--- config.mk ---
export PLATFORM = sky130hd
export DESIGN_NAME = hif_fir_engine
export DESIGN_NICKNAME = d
export VERILOG_FILES = /design/src/rtl/hif_fir_engine.sv
export SDC_FILE = /design/constraint.sdc
export NUM_CORES = 1
export LEC_CHECK = 0
export BUFFER_PORTS_ARGS = -buffer_cell sky130_fd_sc_hd__buf_2
export CAP_MARGIN = 5
export CELL_PAD_IN_SITES_DETAIL_PLACEMENT = 1
export CELL_PAD_IN_SITES_GLOBAL_PLACEMENT = 1
export CORE_ASPECT_RATIO = 0.6
export CORE_MARGIN = 2
export CORE_UTILIZATION = 41
export CTS_BUF_LIST = sky130_fd_sc_hd__clkbuf_16
export DETAILED_ROUTE_END_ITERATION = 10
export GPL_TIMING_DRIVEN = 0
export PLACE_DENSITY = 0.68
export SKIP_CTS_REPAIR_TIMING = 1
export SYNTH_ARGS = -nofsm -noshare
export SYNTH_HDL_FRONTEND = slang
export SYNTH_SLANG_ARGS = --single-unit
--- constraint.sdc ---
create_clock -name clk -period 4.44 [get_ports clk]
set_input_delay 0.444 -clock clk [delete_from_list [all_inputs] [get_ports clk]]
set_output_delay 0.444 -clock clk [all_outputs]
set_load 0.005 [all_outputs]
--- src/rtl/hif_fir_engine.sv ---
// hif_fir_engine: consumer end of the high-frequency sample queue.
// One signed 16x16 multiply-accumulate per queued sample against an external
// coefficient ROM; one saturated 16-bit result per well-formed burst.
//
// Optional feature macro: HIF_FIR_ROUND_EN (round-half-up before the >>15).
//
// Ports:
//   clk         system clock, rising edge
//   rst_n       asynchronous active-low reset
//   sequencing  queue strobe, high for NUM_TAPS cycles per burst
//   smpl_in     signed sample, valid the cycle after its sequencing cycle
//   coeff_addr  coefficient ROM address (ROM has a 1-cycle registered read)
//   coeff       signed Q1.15 coefficient, valid the cycle after coeff_addr
//   smpl_out    signed saturated result, held until the next result
//   valid       one-cycle pulse when smpl_out updates
//   seq_err     one-cycle pulse on a malformed burst
module hif_fir_engine #(
    parameter int unsigned NUM_TAPS = 1531,
    parameter int unsigned ADDR_W   = 11
) (
    input  logic                clk,
    input  logic                rst_n,
    input  logic                sequencing,
    input  logic signed [15:0]  smpl_in,
    output logic [ADDR_W-1:0]   coeff_addr,
    input  logic signed [15:0]  coeff,
    output logic signed [15:0]  smpl_out,
    output logic                valid,
    output logic                seq_err
);

    localparam int unsigned ACC_W = 32 + $clog2(NUM_TAPS);
    localparam int unsigned SH_W  = ACC_W - 14;
    localparam logic [ADDR_W-1:0] LAST_TAP = ADDR_W'(NUM_TAPS - 1);
    localparam logic signed [SH_W-1:0] SAT_HI = SH_W'(32'sd32767);
    localparam logic signed [SH_W-1:0] SAT_LO = SH_W'(-32'sd32768);
`ifdef HIF_FIR_ROUND_EN
    localparam logic signed [ACC_W:0] RND = (ACC_W + 1)'(32'sh4000);
`else
    localparam logic signed [ACC_W:0] RND = '0;
`endif

    typedef enum logic [2:0] {
        S_IDLE,
        S_ACCUM,
        S_DRAIN,
        S_OUT,
        S_FLUSH
    } state_t;

    state_t                    state, state_n;
    logic [ADDR_W-1:0]         tap_cnt, tap_cnt_n;
    logic                      done, done_n;
    logic                      drain, drain_n;
    logic                      valid_n, seq_err_n;
    logic signed [15:0]        smpl_out_n;
    logic                      take, acc_clr;

    logic                      take_q;
    logic                      prod_vld;
    logic signed [31:0]        product;
    logic signed [ACC_W-1:0]   acc;

    logic signed [ACC_W:0]     acc_rnd;
    logic signed [SH_W-1:0]    acc_sh;
    logic signed [15:0]        sat_val;

    assign coeff_addr = tap_cnt;

    // Scale the accumulator to Q1.15 and clamp to the 16-bit range.
    always_comb begin
        acc_rnd = (ACC_W + 1)'(acc) + RND;
        acc_sh  = SH_W'(acc_rnd >>> 15);
        sat_val = acc_sh[15:0];
        if (acc_sh > SAT_HI) begin
            sat_val = 16'sh7FFF;
        end else if (acc_sh < SAT_LO) begin
            sat_val = 16'sh8000;
        end
    end

    // State register and registered outputs.
    always_ff @(posedge clk or negedge rst_n) begin
        if (!rst_n) begin
            state    <= S_IDLE;
            tap_cnt  <= '0;
            done     <= 1'b0;
            drain    <= 1'b0;
            valid    <= 1'b0;
            seq_err  <= 1'b0;
            smpl_out <= '0;
        end else begin
            state    <= state_n;
            tap_cnt  <= tap_cnt_n;
            done     <= done_n;
            drain    <= drain_n;
            valid    <= valid_n;
            seq_err  <= seq_err_n;
            smpl_out <= smpl_out_n;
        end
    end

    // Next-state and output decode.
    always_comb begin
        state_n    = state;
        tap_cnt_n  = tap_cnt;
        done_n     = done;
        drain_n    = drain;
        valid_n    = 1'b0;
        seq_err_n  = 1'b0;
        smpl_out_n = smpl_out;
        take       = 1'b0;
        acc_clr    = 1'b0;

        unique case (state)
            S_IDLE: begin
                if (sequencing) begin
                    // t0: tap 0 is addressed already, start counting.
                    state_n   = S_ACCUM;
                    take      = 1'b1;
                    acc_clr   = 1'b1;
                    tap_cnt_n = ADDR_W'(1);
                    done_n    = 1'b0;
                end
            end
            S_ACCUM: begin
                if (sequencing) begin
                    if (!done) begin
                        take = 1'b1;
                        // Stop at the last tap so coeff_addr holds it.
                        if (tap_cnt == LAST_TAP) begin
                            done_n = 1'b1;
                        end else begin
                            tap_cnt_n = tap_cnt + ADDR_W'(1);
                        end
                    end else begin
                        seq_err_n = 1'b1;
                        state_n   = S_FLUSH;
                    end
                end else if (done) begin
                    state_n = S_DRAIN;
                    drain_n = 1'b0;
                end else begin
                    seq_err_n = 1'b1;
                    state_n   = S_IDLE;
                    tap_cnt_n = '0;
                    done_n    = 1'b0;
                end
            end
            S_DRAIN: begin
                seq_err_n = sequencing;
                if (drain) begin
                    state_n    = S_OUT;
                    valid_n    = 1'b1;
                    smpl_out_n = sat_val;
                end else begin
                    drain_n = 1'b1;
                end
            end
            S_OUT: begin
                seq_err_n = sequencing;
                state_n   = S_IDLE;
                tap_cnt_n = '0;
                done_n    = 1'b0;
            end
            S_FLUSH: begin
                // Over-long burst: swallow samples until the strobe drops.
                if (!sequencing) begin
                    state_n   = S_IDLE;
                    tap_cnt_n = '0;
                    done_n    = 1'b0;
                end
            end
            default: begin
                state_n   = S_IDLE;
                tap_cnt_n = '0;
                done_n    = 1'b0;
            end
        endcase
    end

    // Two-stage MAC: product register, then accumulate.
    always_ff @(posedge clk or negedge rst_n) begin
        if (!rst_n) begin
            take_q   <= 1'b0;
            prod_vld <= 1'b0;
            product  <= '0;
            acc      <= '0;
        end else begin
            take_q   <= take;
            prod_vld <= take_q;
            if (take_q) begin
                product <= 32'(smpl_in) * 32'(coeff);
            end
            // Clear wins over a trailing product from an aborted burst.
            if (acc_clr) begin
                acc <= '0;
            end else if (prod_vld) begin
                acc <= acc + ACC_W'(product);
            end
        end
    end

endmodule

==> results.toml <==
[critical_path]
endpoint_kind = "flop"
crit_fanout = 10
crit-reg2reg-launch = "acc[1]$_DFFE_PN0P_"
cp_cell_sequence = "buf_2, inv_2, buf_6, nor2_1, fa_1, fa_1, fa_1, fa_2, fa_1, inv_1, fa_1, inv_1, ha_2, o21ai_1, a21oi_2, a211o_1, a41oi_4, o21a_4, o21ai_2, a21oi_2, xnor2_2, mux2_4"
arrival_ns = 6.29
cp_slowest_cell = "fa_1"
max_stage_delay_ns = 0.56
cpMostUsedCell = "fa_1"
r2r_end = "acc[39]$_DFFE_PN0P_"
critPathLaunchType = "primary input"
crit_required_ns = 4.71
r2r_setup_slack_ns = 0.92
crit_type = "primary input to flop"
rr_worst_depth = 11

[grt]
antenna_found_initial = 2
grtUsageMet3_pct = 4.749
grt_use_total_pct = 23.53
grt_pass1_vias = 14208
grt_overflow = 0
grt_first_pass_wirelength_mm = 77.44
grtUsageMet2_pct = 36.10
grt_max_degree = 81
top_usage_layer = "met2"
grt_use_met1_pct = 35.01

[run_status]
violations = "setup timing"
status = "complete, but fails checks"

[clock_tree]
htree_levels = 3
cts.sinks = 111
cts_made_buffers = 9
cts_tree = "built"
ctsRootBufferMaster = "clkbuf_16"
clk-insertion-delay-late_ns = 0.38
cts.path.max_buffers = 2
cts.clk_slew.worst_paths_ns = 0.08

[finish]
synthToLayoutAreaGrowth_pct = 19.88
nets = 2400
layout-drive-gt1-share_pct = 18.04
fill_cells = 4580

[timing]
post-route-period-util_pct = 135.8
rsz0062_at_grt = "true"
worst_slack_ns = -1.588
period_minus_slack_ns = 6.028
fin_skew_ns = 0.01228
tightest_slew_ns = 0.9997
setup_viol = 21
drv_slew = 0
final_hold_viol_count = 0
relSlewSlack_pct = 33.35
max_freq_mhz = 165.9
fin_tns_setup_ns = -24.73

[route]
routed_wl_mm = 50.20
ant_nets = 0
wire_per_inst_um = 19.99
vias = 13240
dr.pass1.iters = 5
drt_iter0_drc = 728
avgViaCountPerCell = 5.273
drc_errors = 0

[hold_path]
hp-start = "sequencing"
hold_class = "primary input to flop"
hold_path_end = "state[2]$_DFFE_PN0P_"
min_delay_path_depth = 3

[yosys]
netlist-cell-type-count = 64
synth.most_common_cell = "inv_1"
synth_top_area_share_pct = 31.66
synth-seq-cells = 111
avgSynthCellArea_um2 = 9.114
synth.top_cells.by_count = "354 x inv_1, 263 x fa_1, 182 x nand2_1, 128 x ha_1, 125 x and2_1"
seq_area_frac_synth_pct = 16.70
synth_nets = 2251
ys.flop_type = "dfrtp_1"
synth.area.top_cells = "fa_1 32%, dfrtp_1 17%, ha_1 9.6%"
async_flop_share_pct = 100.0
yosys_warnings = 0
synth_top_area_cell = "fa_1"
synth_cells = 1825
mappedNetlistArea_um2 = 16630
synth_edf_count = 0

[die]
ios = 64
die_y_um = 160.0
rows = 57
initial_core_util_pct = 41.35
core_area_um2 = 40220
fp.dieW_um = 264.0
die_area_um2 = 42250

[placement]
place_hpwl_mm = 39.33
place_congestion = 0.8858
io_buffers = 63

[flow_run]
drv_cap = 0
==> layout make-up <==
class | count | area (um^2) | share of cell area [%]
diodes | 1 | 2.502 | 0.01255
plain buffers | 60 | 605.6 | 3.037
clock buffers | 9 | 225.2 | 1.130
clock inverters | 7 | 47.55 | 0.2385
inverters | 354 | 1338 | 6.708
multi-input cells | 1300 | 13000 | 65.20
flip-flops and latches | 111 | 2778 | 13.93
well taps | 531 | 664.4 | 3.332
repair buffers | 138 | 1277 | 6.407
==> flip-flops by register name, summed over array words and instances (netlist names) <==
name	flops
valid	1
seq_err	1
drain	1
product	32
state	3
coeff_addr	11
acc	43
smpl_out	16
prod_vld	1
done	1
take_q	1
==> routing by layer <==
layer,vias up,wire length (um)
met1,6871,24380
met2,264,22200
met3,48,3022
met4,0,600
met5,-,0
li1,6057,-
==> worst max-delay path: cells and delay by family <==
family                     cells  cell delay [ns]
AOI/OAI and AO/OA              7             1.35
muxes                          1             0.26
and+or+nand+nor                1             0.17
adders and majority gates      7             3.39
xor gates and xnor gates       1             0.08
buffers and inverters          5             0.59
==> stage by stage <==
step	area, um^2	setup slack, ns	util [%]	hold slack, ns	instances
3_5_place_dp	18030	-2.391	44.82	0.3639	2420
5_1_grt	19940	-1.749	49.56	0.4173	2510
3_3_place_gp	18000	-2.348	44.74	0.4130	2419
4_1_cts	18300	-1.993	45.50	-0.04420	2436
2_1_floorplan	17020	-1.404	-	0.1484	1825
6_report	19940	-1.588	49.57	0.4019	2511
==> worst max path at each step <==
stage | start | to | slack, ns | cells past startpoint
final | coeff[15] | product[29]$_DFFE_PN0P_ | -1.59 | 22
after CTS | smpl_in[6] | product[29]$_DFFE_PN0P_ | -1.99 | 22
after global placement | smpl_in[13] | product[30]$_DFFE_PN0P_ | -2.35 | 21
after floorplan | coeff[4] | product[29]$_DFFE_PN0P_ | -1.40 | 23
after global routing | smpl_in[15] | product[31]$_DFFE_PN0P_ | -1.75 | 24
after detailed placement | smpl_in[6] | product[29]$_DFFE_PN0P_ | -2.39 | 22
==> cell families (layout without fill, tap and decap cells) <==
group / Yosys count / after routing / synth area share [%]
adders and majority gates: 391 / 391 / 41.28
AOI/OAI and AO/OA: 265 / 265 / 10.08
muxes: 59 / 59 / 3.754
xor gates and xnor gates: 80 / 80 / 4.213
buffers and inverters: 414 / 568 / 9.358
DFF: 111 / 111 / 16.70
and+or+nand+nor: 505 / 505 / 14.61
other: 0 / 1 / 0
==> cell usage in the layout, fill, tap and decap left out, drive strengths merged, types with 4 or more instances in the layout <==
master	instances
o31ai	6
ha	128
clkinv	5
nor4	4
nor3	9
o21bai	15
or2	4
nor2	108
xnor2	54
o211ai	4
buf	160
a211oi	8
mux2i	32
nor2b	7
dfrtp	111
nand3	16
o21a	10
clkbuf	46
a21oi	84
or3	7
o21ai	63
xor2	26
and2	126
inv	355
fa	263
a31oi	15
nand2b	8
mux2	27
nand2	182
nand4	15
nand3b	7
a21o	30
and3	6
Power is not shown: default switching activity piles up to over one toggle a cycle in this logic, so the estimate is an artifact.
